<file path="config.mk">
export PLATFORM = sky130hd
export DESIGN_NAME = pmem_loader_flat
export DESIGN_NICKNAME = d
export VERILOG_FILES = /design/src/rtl/pmem_loader_pkg.sv /design/src/rtl/pmem_loader_if.sv /design/src/rtl/pmem_loader_byte_word_packer.sv /design/src/rtl/pmem_loader.sv /design/src/flat_wrapper.sv
export SDC_FILE = /design/constraint.sdc
export NUM_CORES = 1
export LEC_CHECK = 0
export CAP_MARGIN = 25
export CORE_MARGIN = 3
export CORE_UTILIZATION = 30
export CTS_CLUSTER_DIAMETER = 30
export DETAILED_ROUTE_END_ITERATION = 10
export DONT_BUFFER_PORTS = 1
export HOLD_SLACK_MARGIN = 0.06
export PLACE_DENSITY_LB_ADDON = 0.3
export SYNTH_ARGS = -nofsm -noshare
export SYNTH_HDL_FRONTEND = slang
export SYNTH_SLANG_ARGS = --single-unit
</file>
<file path="constraint.sdc">
create_clock -name clk -period 6.5 [get_ports clk]
set_input_delay 1.95 -clock clk [delete_from_list [all_inputs] [get_ports clk]]
set_output_delay 1.95 -clock clk [all_outputs]
set_load 0.01 [all_outputs]
</file>
<file path="src/rtl/pmem_loader_pkg.sv">
// Shared definitions for the boot-time program loader: word geometry,
// header length and the loader state encoding.
package pmem_loader_pkg;

  localparam int unsigned BYTES_PER_WORD = 4;
  // The header is a single little-endian word holding the word count.
  localparam int unsigned HDR_BYTES      = BYTES_PER_WORD;

  // State encoding kept as plain vector constants so older tools and
  // netlist viewers see stable codes.
  typedef logic [2:0] loader_state_e;

  localparam loader_state_e ST_IDLE  = 3'd0;
  localparam loader_state_e ST_HDR   = 3'd1;
  localparam loader_state_e ST_DATA  = 3'd2;
  localparam loader_state_e ST_WRITE = 3'd3;
  localparam loader_state_e ST_CSUM  = 3'd4;
  localparam loader_state_e ST_DONE  = 3'd5;

endpackage

</file>
<file path="src/rtl/pmem_loader_if.sv">
// PMEM write port between the loader (master) and program memory (slave).
// PMEM always accepts, so the port is a bare strobe with data and word index.
interface pmem_loader_if #(
  parameter int unsigned ADDR_W = 32
);

  logic              ic1_c_axi_mst_wr_valid;
  logic [31:0]       ic1_axi_mst_wr_data;
  logic [ADDR_W-1:0] ic1_axi_mst_wr_addr;

  modport master (
    output ic1_c_axi_mst_wr_valid,
    output ic1_axi_mst_wr_data,
    output ic1_axi_mst_wr_addr
  );

  modport slave (
    input ic1_c_axi_mst_wr_valid,
    input ic1_axi_mst_wr_data,
    input ic1_axi_mst_wr_addr
  );

endinterface

</file>
<file path="src/rtl/pmem_loader_byte_word_packer.sv">
// Little-endian byte-to-word packer. The first byte lands in bits 7:0.
// word_o is the combinational word formed by the bytes collected so far plus
// the byte on the input; word_valid_o pulses in the cycle the last byte of a
// word is accepted, so the consumer can act on the word at that same edge.
module byte_word_packer
  import pmem_loader_pkg::*;
#(
  parameter int unsigned NBYTES = BYTES_PER_WORD
) (
  input  logic                  clk,
  input  logic                  rst,
  input  logic                  clear_i,
  input  logic                  byte_valid_i,
  input  logic [7:0]            byte_i,
  output logic [8*NBYTES-1:0]   word_o,
  output logic                  word_valid_o
);

  localparam int unsigned CntW  = (NBYTES > 1) ? $clog2(NBYTES) : 1;
  localparam int unsigned WordW = 8 * NBYTES;

  logic [CntW-1:0]  cnt_q, cnt_d;
  logic [WordW-9:0] shift_q, shift_d;
  logic             lastByte;

  assign lastByte     = (cnt_q == CntW'(NBYTES - 1));
  assign word_o       = {byte_i, shift_q};
  assign word_valid_o = byte_valid_i & lastByte;

  // Shift each accepted byte in from the top; restart counting on clear or
  // after a complete word.
  always_comb begin
    cnt_d   = cnt_q;
    shift_d = shift_q;
    if (clear_i) begin
      cnt_d   = '0;
      shift_d = '0;
    end else if (byte_valid_i) begin
      shift_d = word_o[WordW-1:8];
      cnt_d   = lastByte ? '0 : cnt_q + 1'b1;
    end
  end

  // Byte counter and partial-word storage; reset discards any partial word.
  always_ff @(posedge clk) begin
    if (rst) begin
      cnt_q   <= '0;
      shift_q <= '0;
    end else begin
      cnt_q   <= cnt_d;
      shift_q <= shift_d;
    end
  end

endmodule

</file>
<file path="src/rtl/pmem_loader.sv">
// Boot-time program loader. Reads a byte stream (LE word count N followed by
// N LE instruction words), writes word k to PMEM word index BASE_ADDR+k and
// keeps the core in reset until a load finishes without error.
// Optional feature macro: PMEM_LOADER_CSUM_EN -- when defined, the stream
// carries a trailing LE 32-bit checksum (sum of the data words mod 2^32) that
// must match for the load to release the core.
module pmem_loader
  import pmem_loader_pkg::*;
#(
  parameter int unsigned       ADDR_W    = 32,
  parameter int unsigned       MAX_WORDS = 512,
  parameter logic [ADDR_W-1:0] BASE_ADDR = '0
) (
  input  logic                clk,
  input  logic                rst,
  input  logic                start,
  input  logic                rx_valid,
  input  logic [7:0]          rx_data,
  output logic                rx_ready,
  pmem_loader_if.master       wr,
  output logic                busy,
  output logic                done,
  output logic                err,
  output logic                core_rst
);

  loader_state_e     state_q, state_d;
  logic [31:0]       nWords_q, nWords_d;
  logic [31:0]       wordIdx_q, wordIdx_d;
  logic              wrValid_q, wrValid_d;
  logic [31:0]       wrData_q, wrData_d;
  logic [ADDR_W-1:0] wrAddr_q, wrAddr_d;
  logic              done_q, done_d;
  logic              err_q, err_d;
  logic              coreRst_q, coreRst_d;
`ifdef PMEM_LOADER_CSUM_EN
  logic [31:0]       csum_q, csum_d;
`endif

  logic              byteFire;
  logic              packClear;
  logic [31:0]       word;
  logic              wordValid;

  assign rx_ready  = (state_q == ST_HDR) || (state_q == ST_DATA) || (state_q == ST_CSUM);
  assign byteFire  = rx_valid & rx_ready;
  assign packClear = start && ((state_q == ST_IDLE) || (state_q == ST_DONE));

  assign busy     = (state_q == ST_HDR) || (state_q == ST_DATA) ||
                    (state_q == ST_WRITE) || (state_q == ST_CSUM);
  assign done     = done_q;
  assign err      = err_q;
  assign core_rst = coreRst_q;

  assign wr.ic1_c_axi_mst_wr_valid = wrValid_q;
  assign wr.ic1_axi_mst_wr_data    = wrData_q;
  assign wr.ic1_axi_mst_wr_addr    = wrAddr_q;

  // One packer serves the header, the data words and the checksum word.
  byte_word_packer #(
    .NBYTES (HDR_BYTES)
  ) u_packer (
    .clk          (clk),
    .rst          (rst),
    .clear_i      (packClear),
    .byte_valid_i (byteFire),
    .byte_i       (rx_data),
    .word_o       (word),
    .word_valid_o (wordValid)
  );

  // Load sequencing: header decode, per-word write strobes, optional
  // checksum verification and the sticky done/err/core-reset status.
  always_comb begin
    state_d   = state_q;
    nWords_d  = nWords_q;
    wordIdx_d = wordIdx_q;
    wrValid_d = 1'b0;
    wrData_d  = wrData_q;
    wrAddr_d  = wrAddr_q;
    done_d    = done_q;
    err_d     = err_q;
    coreRst_d = coreRst_q;
`ifdef PMEM_LOADER_CSUM_EN
    csum_d    = csum_q;
`endif
    case (state_q)
      ST_IDLE, ST_DONE: begin
        if (start) begin
          state_d   = ST_HDR;
          done_d    = 1'b0;
          err_d     = 1'b0;
          coreRst_d = 1'b1;
          wordIdx_d = '0;
`ifdef PMEM_LOADER_CSUM_EN
          csum_d    = '0;
`endif
        end
      end
      ST_HDR: begin
        if (wordValid) begin
          nWords_d = word;
          if (word == 32'd0) begin
`ifdef PMEM_LOADER_CSUM_EN
            state_d   = ST_CSUM;
`else
            state_d   = ST_DONE;
            done_d    = 1'b1;
            coreRst_d = 1'b0;
`endif
          end else if (word > 32'(MAX_WORDS)) begin
            state_d = ST_DONE;
            done_d  = 1'b1;
            err_d   = 1'b1;
          end else begin
            state_d = ST_DATA;
          end
        end
      end
      ST_DATA: begin
        if (wordValid) begin
          state_d   = ST_WRITE;
          wrValid_d = 1'b1;
          wrData_d  = word;
          wrAddr_d  = BASE_ADDR + ADDR_W'(wordIdx_q);
`ifdef PMEM_LOADER_CSUM_EN
          csum_d    = csum_q + word;
`endif
        end
      end
      ST_WRITE: begin
        wordIdx_d = wordIdx_q + 32'd1;
        if (wordIdx_d == nWords_q) begin
`ifdef PMEM_LOADER_CSUM_EN
          state_d   = ST_CSUM;
`else
          state_d   = ST_DONE;
          done_d    = 1'b1;
          coreRst_d = 1'b0;
`endif
        end else begin
          state_d = ST_DATA;
        end
      end
`ifdef PMEM_LOADER_CSUM_EN
      ST_CSUM: begin
        if (wordValid) begin
          state_d   = ST_DONE;
          done_d    = 1'b1;
          err_d     = (word != csum_q);
          coreRst_d = (word != csum_q);
        end
      end
`endif
      default: begin
        state_d = ST_IDLE;
      end
    endcase
  end

  // State and output registers; reset abandons any load in progress and
  // holds the core in reset.
  always_ff @(posedge clk) begin
    if (rst) begin
      state_q   <= ST_IDLE;
      nWords_q  <= '0;
      wordIdx_q <= '0;
      wrValid_q <= 1'b0;
      wrData_q  <= '0;
      wrAddr_q  <= BASE_ADDR;
      done_q    <= 1'b0;
      err_q     <= 1'b0;
      coreRst_q <= 1'b1;
`ifdef PMEM_LOADER_CSUM_EN
      csum_q    <= '0;
`endif
    end else begin
      state_q   <= state_d;
      nWords_q  <= nWords_d;
      wordIdx_q <= wordIdx_d;
      wrValid_q <= wrValid_d;
      wrData_q  <= wrData_d;
      wrAddr_q  <= wrAddr_d;
      done_q    <= done_d;
      err_q     <= err_d;
      coreRst_q <= coreRst_d;
`ifdef PMEM_LOADER_CSUM_EN
      csum_q    <= csum_d;
`endif
    end
  end

endmodule

</file>
<file path="src/flat_wrapper.sv">
// flat-port wrapper written by rule: the top's interface ports become plain ports
module pmem_loader_flat import pmem_loader_pkg::*;
#(
  parameter int unsigned       ADDR_W    = 32,
  parameter int unsigned       MAX_WORDS = 512,
  parameter logic [ADDR_W-1:0] BASE_ADDR = '0
)
  (clk, rst, start, rx_valid, rx_data, rx_ready, busy, done, err, core_rst, wr_ic1_c_axi_mst_wr_valid, wr_ic1_axi_mst_wr_data, wr_ic1_axi_mst_wr_addr);
  pmem_loader_if #(.ADDR_W(ADDR_W)) wr_i ();
  input  logic clk;
  input  logic rst;
  input  logic start;
  input  logic rx_valid;
  input  logic [7:0] rx_data;
  output logic rx_ready;
  output logic busy;
  output logic done;
  output logic err;
  output logic core_rst;
  output wire logic [$bits(wr_i.ic1_c_axi_mst_wr_valid)-1:0] wr_ic1_c_axi_mst_wr_valid;
  output wire logic [$bits(wr_i.ic1_axi_mst_wr_data)-1:0] wr_ic1_axi_mst_wr_data;
  output wire logic [$bits(wr_i.ic1_axi_mst_wr_addr)-1:0] wr_ic1_axi_mst_wr_addr;
  assign wr_ic1_c_axi_mst_wr_valid = wr_i.ic1_c_axi_mst_wr_valid;
  assign wr_ic1_axi_mst_wr_data = wr_i.ic1_axi_mst_wr_data;
  assign wr_ic1_axi_mst_wr_addr = wr_i.ic1_axi_mst_wr_addr;
  pmem_loader #(.ADDR_W(ADDR_W), .MAX_WORDS(MAX_WORDS), .BASE_ADDR(BASE_ADDR)) u_core (.clk(clk), .rst(rst), .start(start), .rx_valid(rx_valid), .rx_data(rx_data), .rx_ready(rx_ready), .wr(wr_i), .busy(busy), .done(done), .err(err), .core_rst(core_rst));
endmodule
</file>
==> run summary <==
Final setup TNS = 0 ps
CTS root buf = clkbuf_16
Hold_buf cts = 0
Largest net degree at the start of global routing = 135
RR Startpoint = u_core.wordIdx_q[0]
Sw Pwr = 0.501 mW
Syn_nets = 989
Die area = 0.0263 mm²
DIE HEIGHT = 162 µm
Post-synth ARST share = 0%
Max cap viols = 0
Netlist cell types = 52
Register Area = 0.00322 mm²
Critical path peak fanout = 20
Worst setup SP type = flop
Later-pin clock latency in the skew report = 440 ps
RSZ-0062 raised after global routing = no
Grt total ovfl = 0
Antenna cells = 0
Commonest non-fill, non-tap cell in the layout = nand2_1
Wire per inst = 16.9 µm
Final hold violations = 0
Post-route DRC = 0
Post-CTS Resized = 0
Min cycle time layout = 4240 ps
Most frequent cells in the layout = nand2_1 (271), a21oi_1 (166), dfxtp_1 (161), nor2_1 (55), o21ai_0 (31)
Reg power frac = 48.5%
Initial drt markers = 590
First-pass iteration count of the detailed router = 4
Leakage = 2.65 nW
WP data required = 4550 ps
Synth Flop Type = dfxtp_1
CTS clock-pin slew for the worst setup and hold paths = 70 ps
Routed Antenna Nets = 0
Crit path from = u_core.state_q[0]
Setup Skew = 15.6 ps
Internal = 1.55 mW
Post-Syn Instances = 975
Sequential cell area fraction in the yosys report = 44.1%
Starting density of the core = 30.8%
HPWL Detailed = 14,300 µm
CP endpoint kind = output pin
Comb pwr share = 1.8%
Post-synth EDFFs = 0
Vias in the first global route = 5,782
Die width = 162 µm
First-pass GRT wire length = 33,700 µm
Worst R2R Setup Slack = 2840 ps
Area of the multi-input gates = 0.00377 mm²
Post-CTS Setup Inserts = 0
Final #Nets = 937
Hold WC Path Type = reg2reg
I/O Buffers = 0
Finished Layout Cells = 1,255
Maximum clock rate = 236 MHz
FF+latch count, synth = 161
Sw Ratio = 24.5%
WL met3 = 1410 µm
Slew @ Worst Pin = 1020 ps
Arrival time worst endpoint = 2290 ps
Area Growth Syn to Fin = 10.8%
Gr usage total = 16.2%
DR vias/cell = 5.07
CTS tree = built
Clock share of power = 49.6%
Synthesized cell area = 0.00732 mm²
Fill count = 2,503
Maximum VDD drop = 0.000156 V
Syn avg cell area = 7.50 µm²
Drt total wl = 21,200 µm
Top Layer Used = met4
Max H-tree Level = 4
Dpl cells = 1,222
IO Pins = 82
CP Class = reg2out
Initial antenna violation count = 0
Pins over their slew limit = 0
CTS buffer count = 17
Metal2 WL = 9320 µm
Pwr/cell area = 253 mW/mm²
Status = completed
Share of cells above drive strength 1 = 5.77%
M1 wire length = 10,200 µm
Slew margin rel. = 31.3%
Core ar. = 0.0238 mm²
Final worst path period share = 65.2%
Gpl congestion = 0.859
Hold_sp = u_core.u_packer.cnt_q[1]
CTS Buffer Depth = 2
Vias = 6,369
Clock sinks = 161
FP Rows = 56
Synth warn = 0
Setup violations, final = 0
cells by family (layout without fill, tap and decap cells):
kind of cell | count (synthesis) | count (layout) | synth area share [%]
DFF | 161 | 161 | 44.1
AOI/OAI and AO/OA | 229 | 229 | 16.8
xor gates and xnor gates | 44 | 44 | 5.27
and+or+nand+nor | 451 | 451 | 28.1
buffers and inverters | 82 | 43 | 4.52
muxes | 6 | 6 | 0.889
adders and majority gates | 2 | 2 | 0.342
power groups by stage:
stage,logic [mW],clock network (mW),registers (mW)
2_1_floorplan,0.0397,0,1.01
3_3_place_gp,0.0346,0,1.02
3_5_place_dp,0.0378,0,1.02
4_1_cts,0.0378,1.03,0.993
5_1_grt,0.0419,1.08,0.994
6_report,0.0376,1.02,0.994
critical path: stages, from the launching register on:
cell and delay, ps:
dfxtp_1 480, inv_1 150, nor2_1 220, and2_1 730
or2_2 280
cell type report:
cell class,count,share of cell area [%]
Clock buffer,17,5.25
Clock inverter,15,2.04
Inverter,4,0.185
Multi-Input combinational cell,732,46.5
Sequential cell,161,39.8
Tap cell,319,4.93
Timing Repair Buffer,7,1.33
cell usage after synthesis, types with 4 or more instances:
cell | instances | area share, %
and4_1 | 5 | 0.60
nor4_1 | 11 | 0.94
o21ai_0 | 31 | 2.1
nand2_1 | 271 | 14
nand4_1 | 14 | 1.2
and2_1 | 6 | 0.51
nand2b_1 | 4 | 0.34
buf_2 | 12 | 0.82
nand3_1 | 17 | 1.2
nor4_2 | 4 | 0.68
a211oi_1 | 5 | 0.51
xor2_1 | 16 | 1.9
nand3b_1 | 7 | 0.72
nor2_1 | 55 | 2.8
dfxtp_1 | 161 | 44
clkbuf_1 | 61 | 3.1
and3_1 | 7 | 0.60
a21oi_1 | 166 | 11
nor3_1 | 18 | 1.2
xnor2_1 | 28 | 3.4
inv_1 | 4 | 0.21
or4_1 | 6 | 0.62
or3_1 | 12 | 1.0
a21o_1 | 5 | 0.51
registers in the layout, summed over array words and instances (netlist names):
name,cells
u_core.wr.ic1_c_axi_mst_wr_valid,1
u_core.state_q,3
u_core.err,1
u_core.wordIdx_q,32
u_core.wr.ic1_axi_mst_wr_addr,32
u_core.u_packer.shift_q,24
u_core.wr.ic1_axi_mst_wr_data,32
u_core.nWords_q,32
u_core.done,1
u_core.u_packer.cnt_q,2
u_core.core_rst,1
path summary, 6_finish.rpt:
path,end,cells after the start
setup / recovery,busy,4
hold / removal,u_core.u_packer.cnt_q[1],2
hold reg to reg,u_core.u_packer.cnt_q[1],2
setup reg to reg,u_core.state_q[1],9
stage by stage:
step / hold WS (ps) / cell area (µm²) / power (mW) / worst slack, ps / util (%)
floorplan: 440 / 7320 / 1.05 / 2870 / -
global placement: 448 / 7430 / 1.05 / 2580 / 31.3
detailed placement: 459 / 7490 / 1.05 / 2580 / 31.5
CTS: 470 / 8080 / 2.07 / 2230 / 34.0
global route: 488 / 8100 / 2.11 / 2010 / 34.1
finish: 468 / 8100 / 2.05 / 2260 / 34.1
per-layer routing:
| metal | GRT usage (%) | vias up |
|---|---|---|
| met5 | 0 | - |
| met1 | 23.3 | 2969 |
| met3 | 3.90 | 19 |
| met2 | 24.3 | 173 |
| li1 | - | 3208 |
| met4 | 4.11 | 0 |
(Power assumes the default switching activity.)
